===== config.mk =====
export PLATFORM = sky130hd
export DESIGN_NAME = conv_window_gen_flat
export DESIGN_NICKNAME = d
export VERILOG_FILES = /design/src/rtl/conv_window_gen_if.sv /design/src/rtl/conv_window_gen.sv /design/src/flat_wrapper.sv
export SDC_FILE = /design/constraint.sdc
export NUM_CORES = 1
export LEC_CHECK = 0
export ABC_AREA = 1
export BUFFER_PORTS_ARGS = -buffer_cell sky130_fd_sc_hd__clkbuf_2
export CAP_MARGIN = 20
export CELL_PAD_IN_SITES_DETAIL_PLACEMENT = 0
export CELL_PAD_IN_SITES_GLOBAL_PLACEMENT = 2
export CORE_MARGIN = 2
export CORE_UTILIZATION = 38
export CTS_CLUSTER_SIZE = 10
export DETAILED_ROUTE_END_ITERATION = 16
export PLACE_DENSITY_LB_ADDON = 0.3
export SYNTH_ARGS = -nofsm -noshare
export SYNTH_HDL_FRONTEND = slang
export SYNTH_HIERARCHICAL = 1
export SYNTH_SLANG_ARGS = --single-unit

===== constraint.sdc =====
create_clock -name clk -period 2.9 [get_ports clk]
set_clock_uncertainty 0.1 [all_clocks]
set_input_delay 0.58 -clock clk [delete_from_list [all_inputs] [get_ports clk]]
set_output_delay 0.58 -clock clk [all_outputs]
set_load 0.05 [all_outputs]

===== src/rtl/conv_window_gen_if.sv =====
// conv_window_gen_if
//   Pixel-in / window-out bundle for the 3x3 window generator.
//   master : pixel source (drives i_valid, i_pixel, i_sof), sees window outputs.
//   slave  : the window generator.
//   Signals:
//     i_valid   pixel qualifier (no backpressure)
//     i_pixel   NB_DATA-bit pixel, raster order
//     i_sof     start of frame, only when CONV_WINDOW_SOF_EN is defined
//     o_valid   o_window carries a new complete window
//     o_window  NB_DATA*KERNEL_SIZE packed window, element 1 in the MSBs
//     o_last    final window of the frame
interface conv_window_gen_if #(
    parameter int NB_DATA     = 8,
    parameter int KERNEL_SIZE = 9
);
    logic                            i_valid;
    logic [NB_DATA-1:0]              i_pixel;
`ifdef CONV_WINDOW_SOF_EN
    logic                            i_sof;
`endif
    logic                            o_valid;
    logic [NB_DATA*KERNEL_SIZE-1:0]  o_window;
    logic                            o_last;

    modport master (
`ifdef CONV_WINDOW_SOF_EN
        output i_sof,
`endif
        output i_valid, i_pixel,
        input  o_valid, o_window, o_last
    );

    modport slave (
`ifdef CONV_WINDOW_SOF_EN
        input  i_sof,
`endif
        input  i_valid, i_pixel,
        output o_valid, o_window, o_last
    );
endinterface


===== src/rtl/conv_window_gen.sv =====
// conv_window_gen
//   Streaming 3x3 window generator. Takes a raster-order pixel stream, keeps
//   two previous lines in line buffers and emits a packed 3x3 window for every
//   pixel at row >= 2, col >= 2 (no padding).
//   Ports:
//     clk      single clock, posedge
//     i_rst_n  asynchronous active-low reset
//     bus      conv_window_gen_if.slave (i_valid, i_pixel, [i_sof],
//              o_valid, o_window, o_last)
//   Optional feature: define CONV_WINDOW_SOF_EN to add i_sof, which forces
//   the accepted pixel to position (0,0) and resynchronises the counters.
//   Window layout: element k (1..9) at bits [NB_DATA*(10-k)-1 -: NB_DATA],
//   row-major, top-left first, element 9 = newest pixel.

// One window row: three taps, oldest in taps[2], newest in taps[0], so the
// packed value reads oldest..newest from MSB to LSB.
module conv_window_row #(
    parameter int NB_DATA = 8
) (
    input  logic                    clk,
    input  logic                    i_rst_n,
    input  logic                    en,
    input  logic [NB_DATA-1:0]      din,
    output logic [2:0][NB_DATA-1:0] taps
);
    always_ff @(posedge clk or negedge i_rst_n) begin
        if (!i_rst_n) taps <= '0;
        else if (en)  taps <= {taps[1:0], din};
    end
endmodule

module conv_window_gen #(
    parameter int NB_DATA     = 8,
    parameter int IMG_WIDTH   = 64,
    parameter int IMG_HEIGHT  = 64,
    parameter int KERNEL_SIZE = 9
) (
    input  logic              clk,
    input  logic              i_rst_n,
    conv_window_gen_if.slave  bus
);
    localparam int CW = $clog2(IMG_WIDTH);
    localparam int RW = $clog2(IMG_HEIGHT);
    localparam logic [CW-1:0] COL_LAST = CW'(IMG_WIDTH - 1);
    localparam logic [RW-1:0] ROW_LAST = RW'(IMG_HEIGHT - 1);
    localparam logic [CW-1:0] COL_MIN  = CW'(2);
    localparam logic [RW-1:0] ROW_MIN  = RW'(2);

    if (KERNEL_SIZE != 9) begin : g_bad_kernel
        $error("conv_window_gen: KERNEL_SIZE must be 9");
    end
    if (IMG_WIDTH < 3 || IMG_HEIGHT < 3) begin : g_bad_dims
        $error("conv_window_gen: IMG_WIDTH and IMG_HEIGHT must be >= 3");
    end

    logic                     accept;
    logic                     sof;
    logic [CW-1:0]            col, pos_col;
    logic [RW-1:0]            row, pos_row;
    logic                     win_pos, last_pos;
    logic [NB_DATA-1:0]       lb0 [IMG_WIDTH];
    logic [NB_DATA-1:0]       lb1 [IMG_WIDTH];
    logic [2:0][NB_DATA-1:0]  col_in;
    logic [2:0][2:0][NB_DATA-1:0] win;   // [2]=top, [1]=mid, [0]=bottom
    logic                     valid_q, last_q;

    assign accept = bus.i_valid;
`ifdef CONV_WINDOW_SOF_EN
    assign sof = bus.i_sof;
`else
    assign sof = 1'b0;
`endif

    // Position of the pixel being accepted this cycle; SOF overrides the
    // counters so the pixel lands at (0,0) whatever state they were in.
    assign pos_col  = sof ? '0 : col;
    assign pos_row  = sof ? '0 : row;
    assign win_pos  = (pos_row >= ROW_MIN) && (pos_col >= COL_MIN);
    assign last_pos = (pos_row == ROW_LAST) && (pos_col == COL_LAST);

    always_ff @(posedge clk or negedge i_rst_n) begin
        if (!i_rst_n) begin
            col <= '0;
            row <= '0;
        end else if (accept) begin
            if (pos_col == COL_LAST) begin
                col <= '0;
                row <= (pos_row == ROW_LAST) ? '0 : pos_row + RW'(1);
            end else begin
                col <= pos_col + CW'(1);
                row <= pos_row;
            end
        end
    end

    // Line buffers hold no reset: stale contents only ever reach windows at
    // row < 2 or col < 2, which are never flagged valid.
    always_ff @(posedge clk) begin
        if (accept) begin
            lb1[pos_col] <= lb0[pos_col];
            lb0[pos_col] <= bus.i_pixel;
        end
    end

    assign col_in[2] = lb1[pos_col];
    assign col_in[1] = lb0[pos_col];
    assign col_in[0] = bus.i_pixel;

    for (genvar r = 0; r < 3; r++) begin : g_row
        conv_window_row #(.NB_DATA(NB_DATA)) u_row (
            .clk     (clk),
            .i_rst_n (i_rst_n),
            .en      (accept),
            .din     (col_in[r]),
            .taps    (win[r])
        );
    end

    always_ff @(posedge clk or negedge i_rst_n) begin
        if (!i_rst_n) begin
            valid_q <= 1'b0;
            last_q  <= 1'b0;
        end else begin
            valid_q <= accept && win_pos;
            last_q  <= accept && win_pos && last_pos;
        end
    end

    assign bus.o_valid  = valid_q;
    assign bus.o_last   = last_q;
    assign bus.o_window = win;
endmodule


===== src/flat_wrapper.sv =====
// flat-port wrapper written by rule: the top's interface ports become plain ports
module conv_window_gen_flat 
#(
    parameter int NB_DATA     = 8,
    parameter int IMG_WIDTH   = 64,
    parameter int IMG_HEIGHT  = 64,
    parameter int KERNEL_SIZE = 9
)
  (clk, i_rst_n, bus_i_valid, bus_i_pixel, bus_o_valid, bus_o_window, bus_o_last);
  conv_window_gen_if #(.NB_DATA(NB_DATA), .KERNEL_SIZE(KERNEL_SIZE)) bus_i ();
  input  logic clk;
  input  logic i_rst_n;
  input wire logic [$bits(bus_i.i_valid)-1:0] bus_i_valid;
  input wire logic [$bits(bus_i.i_pixel)-1:0] bus_i_pixel;
  output wire logic [$bits(bus_i.o_valid)-1:0] bus_o_valid;
  output wire logic [$bits(bus_i.o_window)-1:0] bus_o_window;
  output wire logic [$bits(bus_i.o_last)-1:0] bus_o_last;
  assign bus_i.i_valid = bus_i_valid;
  assign bus_i.i_pixel = bus_i_pixel;
  assign bus_o_valid = bus_i.o_valid;
  assign bus_o_window = bus_i.o_window;
  assign bus_o_last = bus_i.o_last;
  conv_window_gen #(.NB_DATA(NB_DATA), .IMG_WIDTH(IMG_WIDTH), .IMG_HEIGHT(IMG_HEIGHT), .KERNEL_SIZE(KERNEL_SIZE)) u_core (.clk(clk), .i_rst_n(i_rst_n), .bus(bus_i));
endmodule

==> summary.md <==
| Metric | Value |
|---|---|
| Setup Buffers After CTS | 0 |
| Max_cap viols | 0 |
| Num CTS Buffers | 134 |
| Share of post-route cells with drive strength above 1 | 11.0% |
| Die footprint | 126000 sq um |
| Multi-input gate area | 12500 sq um |
| Post-Syn Instances | 4617 |
| 1st-pass router iterations | 7 |
| Status | finished, final reports clean |
| Post-synthesis register bit count | 1110 |
| Syn Nets | 4632 |
| Die width | 355 microns |
| Starting DRC count in detailed routing | 2250 |
| Crit path from | u_core/col[0] |
| CP max FO | 35 |
| Synth-to-layout area growth | 17.5% |
| Final Hold Viols | 0 |
| RSZ-0062 raised after global routing | yes |
| Finished Cell Area | 55000 sq um |
| Deepest clock path buffer count | 3 |
| Cell area after synthesis | 46800 sq um |
| Worst Path Required | 3.26 ns |
| Drt wl/cell | just over 20 microns |
| Gpl congestion | 0.823 |
| Yosys warns | 6 |
| Avg Vias per Cell | 4.78 |
| Layout fillers | around 12000 |
| Mux contribution to synthesized area | 0% |
| Final setup violation count | 0 |
| Synth Area in XOR/XNOR | 0.0749% |
| Post-Synth Simple-Gate Area | 26.1% |
| Reg2Reg Setup Slack | roughly 0.075 ns |
| First-pass GRT wire length | 201000 microns |
| Antenna violations before repair | 2 |
| Reg2Reg Depth | 13 |
| Final Non-Filler Cells | 6552 |
| Compound-gate portion of the synthesized area | 0.273% |
| GRT overflow | 0 |
| Max Clk Rate | roughly 350 MHz |
| Post-route ant nets | 0 |
| H-tree depth | 4 |
| Number of global-route vias before repair | 30300 |
| Clock Pin Slew Worst Setup and Hold Paths | around 0.050 ns |
| DP Wirelength | 80400 microns |
| Via count | 31300 |
| Root Buffer | clkbuf_16 |
| I/O Buffers | 84 |
| CP endpoint kind | register |
| Yosys cell types | 32 |
| Worst-case vdd ir drop | 986 uV |
| Static Leak | 23.5 nW |
| Placed cells | 6345 |
| Critical Path Sink | u_core/lb1[1][6] |
| Clock Sinks | 1110 |
| DRC | 0 |
| Die Y | 355 microns |
| I/O pins | 85 |
| Largest net degree at the start of global routing | 69 |
| Core Rows | 128 |
| Clock Latency Late Sink | roughly 0.74 ns |
| Final-report max-slew violation count | 0 |
| Largest family of logic cells by synthesized area | simple AND/OR/NAND/NOR gates |
| Reg area | 32900 sq um |
| Final worst-path cycle share | 97.4% |
| Power per Cell Area | 1020 nW/um^2 |
| Sequential share of the synthesized area | 70.3% |
| Synth Area per Inst | 10.1 sq um |
| Critical Path AT | 3.18 ns |
| GR Util All Layers | 21.6% |
| Adder-cell share of the synthesized area | 0.107% |
| Fin crit period | 2.82 ns |
| Post-DP Area | 51000 sq um |
| Relative slew slack | 44.4% |
| Starting Density | approximately two fifths |
| FF-to-FF End | u_core/lb1[1][6] |
| Core Util, Final | 45.0% |
| Startpoint Class | register |
| Placeable Area | 122000 sq um |
| Hold Path Class | input pin to register |
| Final wirelength | 136000 microns |
| Worst r2r src | u_core/col[0] |
| Worst-margin pin slew | around 0.83 ns |
| TritonCTS clock tree | yes |
| CP Class | register to register |
| Nets | just under 5000 |
-- worst max-delay path, cell delays in order (launching register included) --
cell and delay [ns]:
dfrtp_4 0.54, inv_12 0.14, buf_12 0.21, nand2_1 0.08, nand2_1 0.05, nand2_1 0.05, nand2_1 0.07, nand2_1 0.07
nand2_1 0.06, nand2_1 0.05, nand2_1 0.16, nor2_1 0.46, nand2_2 0.22, buf_12 0.24
-- registers in the layout, summed over array words and instances (netlist names) --
register and cells:
u_core/g_row.u_row/taps 72, u_core/pos_row 6, u_core/bus.o_last 1, u_core/col 6
u_core/bus.o_valid 1, u_core/lb1 512, u_core/lb0 512
-- final cells by class --
type	instances	share of cell area, %
clock inverter	15	0.341
timing repair buffer	326	6.22
multi-input combinational	3246	22.7
antenna	1	0.00455
sequential	1110	59.9
clock buffer	190	6.77
inverter	39	0.348
tap	1625	3.70
-- cells in the final DEF, fill, tap and decap left out, types with 2 or more instances in the layout --
| master | count |
|---|---|
| bufinv_16 | 2 |
| nor3_1 | 5 |
| buf_2 | 8 |
| nor4_1 | 2 |
| nand2_2 | 37 |
| o21ai_0 | 8 |
| or2_1 | 5 |
| inv_8 | 4 |
| nor2_1 | 115 |
| clkbuf_16 | 140 |
| a21oi_1 | 2 |
| nand2_4 | 3 |
| inv_6 | 6 |
| o211ai_1 | 7 |
| nand2_1 | 3024 |
| nor2_2 | 5 |
| buf_4 | 149 |
| edfxtp_1 | 1024 |
| inv_2 | 3 |
| nor3_2 | 4 |
| nand3_1 | 13 |
| clkbuf_1 | 47 |
| xor2_1 | 3 |
| dfrtp_4 | 3 |
| clkbuf_2 | 74 |
| inv_16 | 2 |
| clkinv_1 | 4 |
| inv_1 | 29 |
| clkbuf_8 | 3 |
| dfrtp_1 | 83 |
| o21ai_1 | 5 |
| ha_1 | 4 |
| buf_12 | 92 |
-- per-stage QoR --
step,setup slack (ns),TNS (ns),power [W],hold slack (ns)
after CTS,0.0482,0,0.0569,0.00802
after global routing,-0.0209,-0.0403,0.0591,0.0244
after global placement,-0.00254,-0.00254,0.0414,0.354
final,0.0753,0,0.0562,0.0543
after floorplan,0.111,0,0.0318,0.184
after detailed placement,-0.00354,-0.00354,0.0415,0.359
-- cells by family (layout without fill, tap and decap cells) --
family / after synthesis / in the layout
and+or+nand+nor: 3216 / 3216
DFF: 1110 / 1110
buffers and inverters: 261 / 570
AOI/OAI and AO/OA: 22 / 22
adders and majority gates: 4 / 4
xor gates and xnor gates: 4 / 4
other: 0 / 1
-- repair_timing --
item | in CTS | in global routing
endpoints found under the setup margin | 1 | 83
hold endpoints to repair | 45 | 0
resized for setup | 2 | 3
gates cloned | 0 | 0
hold buffers | 1 | 0
pin swaps | 0 | 0
-- synth_stat cells (all sizes together) --
| cell | number | area, sq um |
|---|---|---|
| nand2 | 3064 | 11600 |
| nor4 | 2 | 12.5 |
| nor3 | 9 | 55.1 |
| xnor2 | 1 | 8.76 |
| clkinv | 1 | 3.75 |
| clkbuf | 50 | 248 |
| edfxtp | 1024 | 30700 |
| nand4 | 1 | 6.26 |
| ha | 4 | 50.1 |
| buf | 172 | 1030 |
| o211ai | 7 | 52.6 |
| inv | 38 | 165 |
| dfrtp | 86 | 2150 |
| xor2 | 3 | 26.3 |
| nand3 | 13 | 65.1 |
| nor2 | 121 | 472 |
| o21ai | 13 | 65.1 |
| or2 | 6 | 37.5 |
| a21oi | 2 | 10.0 |
-- worst min-delay path by stage --
stage | startpoint | to | cells past startpoint
final | bus_i_pixel[1] | u_core/lb0[23][1] | 1
after global routing | bus_i_pixel[1] | u_core/lb0[23][1] | 1
after CTS | bus_i_pixel[1] | u_core/lb0[23][1] | 1
after detailed placement | u_core/g_row[0].u_row/taps[17] | u_core/g_row[0].u_row/taps[17] | 2
after global placement | u_core/g_row[0].u_row/taps[17] | u_core/g_row[0].u_row/taps[17] | 2
after floorplan | i_rst_n | u_core/bus.o_last | 0
-- routing by layer --
layer / GRT usage [%] / up-vias / share of wire (%)
li1: - / 15300 / -
met1: 31.0 / 15000 / 46
met2: 33.9 / 744 / 46
met3: 3.36 / 177 / 5.3
met4: 6.79 / 0 / 2.6
met5: 0 / - / 0
-- report_power, final --
| group | switching, W | internal [W] |
|---|---|---|
| sequential | 0.000451 | 0.0213 |
| combinational | 0.0142 | 0.00499 |
| clock | 0.00630 | 0.00903 |
| total | 0.0209 | 0.0353 |
(Power assumes the default switching activity.)
